==> config.mk <==
export PLATFORM = sky130hd
export DESIGN_NAME = byte_serializer
export DESIGN_NICKNAME = d
export VERILOG_FILES = /design/src/rtl/byte_serializer.sv
export SDC_FILE = /design/constraint.sdc
export NUM_CORES = 1
export LEC_CHECK = 0
export BUFFER_PORTS_ARGS = -buffer_cell sky130_fd_sc_hd__buf_4
export CORE_MARGIN = 2
export CORE_UTILIZATION = 40
export DETAILED_ROUTE_END_ITERATION = 6
export PLACE_DENSITY = 0.67
export SKIP_CTS_REPAIR_TIMING = 1
export SLEW_MARGIN = 10
export SYNTH_ARGS = -nofsm -noshare
export SYNTH_HDL_FRONTEND = slang
export SYNTH_SLANG_ARGS = --single-unit
==> constraint.sdc <==
create_clock -name clk -period 2.15 [get_ports clk]
set_input_delay 0.215 -clock clk [delete_from_list [all_inputs] [get_ports clk]]
set_output_delay 0.215 -clock clk [all_outputs]
set_load 0.1 [all_outputs]
==> src/rtl/byte_serializer.sv <==
// -----------------------------------------------------------------------------
// byte_serializer
//
// Parallel-to-serial front end for the serial parity checker. A WIDTH-bit word
// is accepted over a valid/ready handshake while idle and is then shifted out
// one bit per clock on `x`. The first and last bits of each frame are marked
// with single-cycle pulses. An even-parity bit can optionally be appended.
// After each frame the block stays in a gap state for GAP_CYCLES cycles.
//
// Optional feature macro: SERIALIZER_PARITY_APPEND_EN
//   defined   -> PAR state present; the frame is WIDTH data bits plus one even
//                parity bit, and frame_end marks the parity bit.
//   undefined -> the frame is exactly WIDTH bits, and frame_end marks the last
//                data bit.
//
// Parameters:
//   WIDTH       word width, 2..32
//   MSB_FIRST   1 = MSB is shifted out first, 0 = LSB is shifted out first
//   GAP_CYCLES  idle cycles forced after each frame, 0..15
//
// Ports:
//   clk          clock; all state updates on its rising edge
//   reset        asynchronous, active-low reset
//   data_in      word to serialize, sampled only on an accepted handshake
//   data_valid   upstream has a word on data_in
//   data_ready   block can accept a word (IDLE only)
//   x            serial bit; 0 whenever bit_valid is low
//   bit_valid    x carries a frame bit this cycle
//   frame_start  pulse with the first bit of a frame
//   frame_end    pulse with the last bit of a frame
//   busy         high in any state other than IDLE
// -----------------------------------------------------------------------------
module byte_serializer #(
    parameter int WIDTH      = 8,
    parameter int MSB_FIRST  = 1,
    parameter int GAP_CYCLES = 1
) (
    input  logic             clk,
    input  logic             reset,
    input  logic [WIDTH-1:0] data_in,
    input  logic             data_valid,
    output logic             data_ready,
    output logic             x,
    output logic             bit_valid,
    output logic             frame_start,
    output logic             frame_end,
    output logic             busy
);

    localparam int                CNT_W    = $clog2(WIDTH);
    localparam logic [CNT_W-1:0]  LAST_BIT = CNT_W'(WIDTH - 1);
    localparam bit                HAS_GAP  = (GAP_CYCLES > 0);
    // Last gap-counter value; only reachable when HAS_GAP is set.
    localparam logic [3:0]        GAP_LAST = 4'((GAP_CYCLES > 0) ? GAP_CYCLES - 1 : 0);

    typedef enum logic [1:0] {
        ST_IDLE  = 2'd0,
        ST_SHIFT = 2'd1,
`ifdef SERIALIZER_PARITY_APPEND_EN
        ST_PAR   = 2'd3,
`endif
        ST_GAP   = 2'd2
    } state_t;

    state_t             state_reg,   state_next;
    logic [WIDTH-1:0]   shift_reg,   shift_next;
    logic [CNT_W-1:0]   bit_cnt_reg, bit_cnt_next;
    logic [3:0]         gap_cnt_reg, gap_cnt_next;
`ifdef SERIALIZER_PARITY_APPEND_EN
    logic               parity_reg,  parity_next;
`endif

    // State where the block goes once the last frame bit has been sent.
    state_t             after_frame;
    logic               head_bit;

    assign after_frame = HAS_GAP ? ST_GAP : ST_IDLE;
    assign head_bit    = (MSB_FIRST != 0) ? shift_reg[WIDTH-1] : shift_reg[0];

    // ---------------------------------------------------------------- state
    always_ff @(posedge clk or negedge reset) begin
        if (!reset) begin
            state_reg   <= ST_IDLE;
            shift_reg   <= '0;
            bit_cnt_reg <= '0;
            gap_cnt_reg <= '0;
`ifdef SERIALIZER_PARITY_APPEND_EN
            parity_reg  <= 1'b0;
`endif
        end else begin
            state_reg   <= state_next;
            shift_reg   <= shift_next;
            bit_cnt_reg <= bit_cnt_next;
            gap_cnt_reg <= gap_cnt_next;
`ifdef SERIALIZER_PARITY_APPEND_EN
            parity_reg  <= parity_next;
`endif
        end
    end

    // ----------------------------------------------------------- next state
    always_comb begin
        state_next   = state_reg;
        shift_next   = shift_reg;
        bit_cnt_next = bit_cnt_reg;
        gap_cnt_next = gap_cnt_reg;
`ifdef SERIALIZER_PARITY_APPEND_EN
        parity_next  = parity_reg;
`endif
        case (state_reg)
            ST_IDLE: begin
                if (data_valid) begin
                    shift_next   = data_in;
                    bit_cnt_next = '0;
`ifdef SERIALIZER_PARITY_APPEND_EN
                    // Parity comes from the captured word, so later changes
                    // on data_in cannot disturb it.
                    parity_next  = ^data_in;
`endif
                    state_next   = ST_SHIFT;
                end
            end
            ST_SHIFT: begin
                // Zeros are shifted in behind the head bit.
                shift_next = (MSB_FIRST != 0) ? {shift_reg[WIDTH-2:0], 1'b0}
                                              : {1'b0, shift_reg[WIDTH-1:1]};
                if (bit_cnt_reg == LAST_BIT) begin
                    // Counter holds at its last value instead of wrapping;
                    // it is cleared on the next accept.
                    gap_cnt_next = '0;
`ifdef SERIALIZER_PARITY_APPEND_EN
                    state_next   = ST_PAR;
`else
                    state_next   = after_frame;
`endif
                end else begin
                    bit_cnt_next = bit_cnt_reg + 1'b1;
                end
            end
`ifdef SERIALIZER_PARITY_APPEND_EN
            ST_PAR: begin
                state_next = after_frame;
            end
`endif
            ST_GAP: begin
                if (gap_cnt_reg == GAP_LAST) begin
                    state_next = ST_IDLE;
                end else begin
                    gap_cnt_next = gap_cnt_reg + 1'b1;
                end
            end
            default: begin
                state_next = ST_IDLE;
            end
        endcase
    end

    // -------------------------------------------------------------- outputs
    // Decoded from registered state only; no input reaches an output.
    always_comb begin
        data_ready  = (state_reg == ST_IDLE);
        busy        = (state_reg != ST_IDLE);
        bit_valid   = 1'b0;
        x           = 1'b0;
        frame_start = 1'b0;
        frame_end   = 1'b0;
        case (state_reg)
            ST_SHIFT: begin
                bit_valid   = 1'b1;
                x           = head_bit;
                frame_start = (bit_cnt_reg == '0);
`ifndef SERIALIZER_PARITY_APPEND_EN
                frame_end   = (bit_cnt_reg == LAST_BIT);
`endif
            end
`ifdef SERIALIZER_PARITY_APPEND_EN
            ST_PAR: begin
                bit_valid = 1'b1;
                x         = parity_reg;
                frame_end = 1'b1;
            end
`endif
            default: begin
            end
        endcase
    end

endmodule

==> reports/qor.txt, run 1 <==
IO Count: 17
htree depth: 1
setup TNS: 0 ns
register bit count reported by yosys: 17
Final period util: 85.09%
Pwr Density: 1284 nW/um2
Avg Cell Area, Syn: 9.690 um2
core area: 2191 um2
hold slack: 0.2423 ns
number of buffers created by CTS: 3
xor and xnor area share after synthesis: 0%
reg2reg start: state_reg[0]
post-layout util: 50.26%
Hold Crit Class: in2reg
Synth Area in Compound Gates: 19.51%
final hold violations: 0
CTS sink count: 17
Fmax achieved: 546.6 MHz
latest clock arrival within the worst-skew pair: 0.28 ns
Clock Path Buffers: 2
largest net degree at the start of global routing: 18
initial antenna violation count: 0
Async SR Flop Fraction: 100.0%
cell-internal power: 0.7124 mW
gr usage total: 14.85%
most common cell after layout, fill and taps aside: dfrtp_1
gate count after technology mapping: 94
share of layout cells above drive strength 1: 21.24%
post-synthesis mux area share: 2.198%
Root Buffer: clkbuf_4
row count: 17
first-pass GRT wire length: 2980 um
Starting DRT DRC Count: 16
vias in the first global route: 724
most frequent cells in the layout: dfrtp_1 (17), buf_4 (16), inv_1 (12)
post-synthesis adder-cell area fraction: 6.868%
Setup crit start: state_reg[0]
DRC: 0
status: finished, final reports clean
Rel. slew slack: 64.71%
sequential cell area fraction in the yosys report: 46.70%
Post-Synth Simple-Gate Area: 18.82%
worst setup path class: reg2out
biggest area consumer among synthesized cells: dfrtp_1
Die Wd: 51.72 um
combinational power share: 53.6%
Worst Max-Slew Pin Slew: 0.5294 ns
DR vias/cell: 5.078
critical path data required time: 1.93 ns
Overflow after GRT: 0
Mapped Nets: 110
crit end category: output port
synth warn: 0
TritonRoute pass-1 iters: 4
CP max FO: 15
max reg flops: 8
synthesized cell area: 910.9 um2
Clock Pin Slew Worst Setup and Hold Paths: 0.09 ns
largest cells by area after synthesis: dfrtp_1 (47%), ha_1 (6.9%), inv_1 (4.9%), nand2_1 (4.5%), o21ai_0 (4.4%)
Worst EP arrival: 1.61 ns
Main synth FF type: dfrtp_1
Die Span Y: 51.72 um
effective utilization at floorplan: 41.58%
CP startpoint kind: flip-flop
minimum clock period after layout: 1.829 ns
Fill cells: 211
top-area cell type share of the netlist area: 46.70%
Port Buffers: 16
GPL Wtd Cong: 0.7669
CTS tree: built
routed wire length: 1697 um
Area Overhead vs Synth: 20.88%
largest family of logic cells by synthesized area: compound AO/OA/AOI/OAI gates
Nets: 130
Final Setup Violations: 0
RSZ-0062 raised after global routing: no
Antenna Cells: 0
multi-input logic area: 439.2 um2
Post-synth EDFFs: 0
Pins Over Slew Limit: 0
Worst Hold Launch: data_in[7]
Setup Skew: 0.002317 ns
switching share of power: 49.60%
worst vdd ir: 0.8743 mV
Via Count: 716
die area: 2675 um2
WL/cell: 12.04 um
sequential standard cell area: 425.4 um2
Final Cell Area: 1101 um2
post-route ant nets: 0
area of placed instances: 1065 um2
Net Switching: 0.7010 mW
Max-Cap Viols: 0
Clock power frac: 11.6%
Leak Pwr: 0.5381 nW
sequential share of power: 34.8%
detailed placement HPWL: 1272 um
Distinct cells, synth: 31
cells in the mapped netlist (2+ instances only):
cell type	n
dfrtp_1	17
inv_1	12
nand2_1	11
o21ai_0	8
ha_1	5
a22oi_1	4
and2_1	4
a31oi_1	3
o21bai_1	3
a22o_1	2
mux2i_1	2
nand2b_1	2
nand3_1	2
nor2b_1	2
kinds of logic after synthesis:
logic type | count (synthesis)
simple gates | 30
compound gates | 26
flops | 17
buf+inv | 14
fa+ha+maj | 5
mux | 2
worst paths after layout:
kind                             endpoint  slack [ns]  depth (start not counted)
setup / recovery              frame_start        0.32                          3
hold / removal               shift_reg[7]        0.24                          3
setup reg to reg           bit_cnt_reg[1]        0.69                          3
hold reg to reg              shift_reg[7]        0.49                          2
max in group asynchronous  bit_cnt_reg[0]        1.64                          2
min in group asynchronous  gap_cnt_reg[0]        0.33                          2
final cells by class:
| type | count | area share (%) |
|---|---|---|
| Multi-Input combinational cell | 63 | 39.89 |
| Sequential cell | 17 | 38.64 |
| Timing Repair Buffer | 17 | 11.82 |
| Inverter | 12 | 4.091 |
| Tap cell | 28 | 3.182 |
| Clock buffer | 4 | 2.386 |
metrics by stage:
stage	power (mW)	instances	worst slack, ns
2_1_floorplan	1.104	94	0.02882
3_3_place_gp	1.249	136	0.6579
3_5_place_dp	1.262	136	0.6388
4_1_cts	1.432	140	0.3018
5_1_grt	1.517	141	0.2049
6_report	1.413	141	0.3206
layer usage:
layer  up-vias  GRT usage [%]  wire, um
met5         -              0         0
met4         0          4.825         0
met3         0          2.586        71
met2        12          25.21       818
met1       339          19.18       808
li1        365              -         -
worst max-delay path, cell delays in order (launching register included):
cell and delay (ns):
dfrtp_1 0.59, nor2b_4 0.28, and3_1 0.18, buf_4 0.28
power groups by stage:
stage / Sequential, mW / Combinational, mW / Clock (mW)
2_1_floorplan: 0.464 / 0.639 / 0
3_3_place_gp: 0.499 / 0.750 / 0
3_5_place_dp: 0.499 / 0.763 / 0
4_1_cts: 0.493 / 0.766 / 0.174
5_1_grt: 0.509 / 0.821 / 0.187
6_report: 0.492 / 0.757 / 0.164
Power figures use the tool's default switching activity.
==> run 2, diff against run 1 <==
CORE_MARGIN = 1   (was 2)
HOLD_SLACK_MARGIN = 0.15   (was default)
==> reports/qor.txt, run 2 (synthesized netlist as in run 1, its figures left out) <==
status: finished, final reports clean
CP top delay family: flip-flops
die area: 2472 um2
Leak Pwr: 0.5408 nW
RSZ-0062 raised after global routing: no
number of buffers created by CTS: 3
initial antenna violation count: 0
CP endpoint: frame_start
htree depth: 1
Clock Pin Slew Worst Setup and Hold Paths: 0.10 ns
Top Metal Used: met4
first-pass GRT wire length: 2932 um
CP Depth: 3
Antenna Cells: 0
Cell Chain, Critical Path: nor2b_4 -> and3_1 -> buf_4
minimum clock period after layout: 1.877 ns
Register-to-Register Setup Slack: 0.64 ns
effective utilization at floorplan: 44.61%
cell depth of the worst flop-to-flop path: 5
CP max stage delay: 0.63 ns
Final Setup Violations: 0
most common cell after layout, fill and taps aside: dfrtp_1
final hold violations: 0
Max-Cap Viols: 0
TritonRoute pass-1 iters: 5
CP max FO: 15
Rel. slew slack: 64.92%
Worst R2R End: gap_cnt_reg[2]
critical path data required time: 1.93 ns
max reg flops: 8
Pwr Density: 1290 nW/um2
row count: 16
most frequent cells in the layout: dfrtp_1 (17), buf_4 (16), inv_1 (12)
Worst Max-Slew Pin Slew: 0.5262 ns
Setup Skew: 0.0008596 ns
setup TNS: 0 ns
Die Wd: 49.72 um
IO Count: 17
Worst Path Buf+Inv: 1
wire length on met3: 58 um
Root Buffer: clkbuf_4
share of layout cells above drive strength 1: 22.12%
Nets: 130
Starting DRT DRC Count: 10
Pins Over Slew Limit: 0
Post-Route M1 WL: 804 um
vias in the first global route: 653
Via Count: 710
worst setup path class: reg2out
Final period util: 87.31%
CP startpoint kind: flip-flop
crit end category: output port
WL/cell: 12.11 um
DR WL met2: 817 um
detailed placement HPWL: 1253 um
DR vias/cell: 5.071
Overflow after GRT: 0
latest clock arrival within the worst-skew pair: 0.28 ns
Setup crit start: state_reg[0]
Clock Path Buffers: 2
Port Buffers: 16
Hold Crit Class: in2reg
Worst EP arrival: 1.66 ns
DRC: 0
CTS sink count: 17
core area: 2042 um2
Die Span Y: 49.72 um
largest net degree at the start of global routing: 18
routed wire length: 1696 um
Area Overhead vs Synth: 20.88%
CP max stage cell: dfrtp_1
non-filler cells, final: 140
Fmax achieved: 532.7 MHz
post-layout util: 53.92%
post-route ant nets: 0
CTS tree: built
placed cells: 135
worst vdd ir: 0.6210 mV
reg2reg start: bit_cnt_reg[0]
GPL Wtd Cong: 0.7118
gr usage total: 15.72%
run 2: cell type report:
class                           instances  area, um2
Fill cell                             194      940.9
Multi-Input combinational cell         63      439.2
Sequential cell                        17      425.4
Timing Repair Buffer                   17      130.1
Inverter                               12      45.04
Tap cell                               27      33.78
Clock buffer                            3      22.52
Clock inverter                          1      5.005
run 2: worst min path at each step:
stage | from | end | slack, ns | cells past startpoint
2_1_floorplan | reset | bit_cnt_reg[0] | -0.08 | 0
3_3_place_gp | reset | bit_cnt_reg[2] | 0.09 | 1
3_5_place_dp | reset | bit_cnt_reg[2] | 0.09 | 1
4_1_cts | reset | bit_cnt_reg[2] | -0.23 | 1
5_1_grt | data_in[7] | shift_reg[7] | 0.21 | 3
6_report | data_in[7] | shift_reg[7] | 0.21 | 3
run 2: per-layer routing:
| metal | vias up | global-route usage (%) |
|---|---|---|
| li1 | 365 | - |
| met1 | 332 | 20.66 |
| met2 | 11 | 24.32 |
| met3 | 2 | 5.556 |
| met4 | 0 | 4.286 |
| met5 | - | 0 |
run 2: worst min-delay path, delay by kind of cell:
family | cells | cell delay (ns)
AO/OA/AOI/OAI | 2 | 0.17
buffers and inverters | 1 | 0.08
run 2: report_power, final:
group | internal, mW | switching (mW)
Sequential | 0.412 | 0.0871
Clock | 0.0691 | 0.101
Combinational | 0.229 | 0.523
run 2: metrics by stage:
step	setup WS [ns]	hold WS (ns)	instance area, um2	total power [mW]
final	0.2728	0.2132	1101	1.420
after global routing	0.1713	0.2082	1101	1.512
after CTS	0.2642	-0.2347	1091	1.434
after detailed placement	0.6165	0.08897	1064	1.263
after global placement	0.6528	0.09098	1064	1.243
after floorplan	0.02882	-0.08059	918.4	1.104
==> run 3, diff against run 2 <==
PLACE_DENSITY = default   (was 0.67)
PLACE_DENSITY_LB_ADDON = 0.3   (was default)
==> reports/qor.txt, run 3 (synthesized netlist as in run 1, its figures left out) <==
GPL Wtd Cong: 0.7386
die area: 2472 um2
Pins Over Slew Limit: 0
Clock Pin Slew Worst Setup and Hold Paths: 0.10 ns
effective utilization at floorplan: 44.61%
CP top delay family: flip-flops
worst vdd ir: 0.8621 mV
Worst Path Buf+Inv: 1
setup TNS: 0 ns
post-route ant nets: 0
status: finished, final reports clean
TritonRoute pass-1 iters: 4
CP max FO: 15
Root Buffer: clkbuf_4
area of placed instances: 1064 um2
IO Count: 17
most frequent cells in the layout: dfrtp_1 (17), buf_4 (16), inv_1 (12)
routed wire length: 1751 um
Port Buffers: 16
core area: 2042 um2
Die Span Y: 49.72 um
final hold violations: 0
Nets: 130
post-layout util: 53.92%
Via Count: 737
crit end category: output port
latest clock arrival within the worst-skew pair: 0.29 ns
Final Cell Area: 1101 um2
RSZ-0062 raised after global routing: no
placed cells: 135
htree depth: 1
Starting DRT DRC Count: 9
share of layout cells above drive strength 1: 22.12%
CTS sink count: 17
Overflow after GRT: 0
worst setup path class: reg2out
non-filler cells, final: 140
Cell Chain, Critical Path: nor2b_4 -> and3_1 -> buf_4
CP max stage delay: 0.60 ns
Rel. slew slack: 63.38%
initial antenna violation count: 0
first-pass GRT wire length: 3001 um
DR vias/cell: 5.264
detailed placement HPWL: 1292 um
Max-Cap Viols: 0
Antenna Cells: 0
max reg flops: 8
Pwr Density: 1299 nW/um2
Hold Crit Class: in2reg
Final Setup Violations: 0
Fmax achieved: 538.3 MHz
Die Wd: 49.72 um
number of buffers created by CTS: 3
CTS tree: built
minimum clock period after layout: 1.858 ns
DRC: 0
CP startpoint kind: flip-flop
largest net degree at the start of global routing: 18
Final period util: 86.41%
Setup Skew: 0.005295 ns
Worst Max-Slew Pin Slew: 0.5481 ns
vias in the first global route: 695
gr usage total: 16.51%
CP max stage cell: dfrtp_1
row count: 16
Leak Pwr: 0.5408 nW
critical path data required time: 1.93 ns
Clock Path Buffers: 2
Register-to-Register Setup Slack: 0.66 ns
most common cell after layout, fill and taps aside: dfrtp_1
WL/cell: 12.51 um
Area Overhead vs Synth: 20.88%
Worst EP arrival: 1.64 ns
-- run 3: tightest hold or removal path, cell delays in order --
cell	delay [ns]
buf_4	0.08
a22oi_1	0.05
o21ai_0	0.13
-- run 3: final timing paths --
| path | cells past startpoint | start | endpoint |
|---|---|---|---|
| worst max-delay path | 3 | state_reg[0] | frame_start |
| worst max register to register | 5 | bit_cnt_reg[0] | bit_cnt_reg[0] |
| worst min register to register | 2 | shift_reg[7] | shift_reg[7] |
| max in group asynchronous | 2 | reset | shift_reg[0] |
| worst min-delay path | 3 | data_in[6] | shift_reg[6] |
| min in group asynchronous | 2 | reset | bit_cnt_reg[2] |
-- run 3: layer usage --
layer	global-route usage, %	share of wire, %	vias up
met5	0	0	-
met4	10.00	2.9	0
met3	2.778	4.1	5
li1	-	-	361
met1	20.90	45	354
met2	26.13	48	17
-- run 3: final cells by class --
cell class / instances / area [um2]
inverter: 12 / 45.04
timing repair buffer: 17 / 130.1
sequential: 17 / 425.4
tap: 27 / 33.78
multi-input combinational: 63 / 439.2
clock inverter: 1 / 5.005
fill: 191 / 940.9
clock buffer: 3 / 22.52
-- run 3: through the flow --
| stage | hold slack [ns] | total power, mW | setup WS [ns] |
|---|---|---|---|
| after global placement | 0.08992 | 1.244 | 0.6739 |
| after global routing | 0.2157 | 1.520 | 0.1580 |
| after CTS | -0.2424 | 1.439 | 0.2874 |
| after floorplan | -0.08059 | 1.104 | 0.02882 |
| final | 0.2092 | 1.431 | 0.2923 |
| after detailed placement | 0.08879 | 1.267 | 0.6403 |
-- run 3: power by group --
part	total (mW)	internal [mW]	switching [mW]
sequential	0.498	0.412	0.0856
combinational	0.761	0.229	0.533
clock	0.172	0.0693	0.102
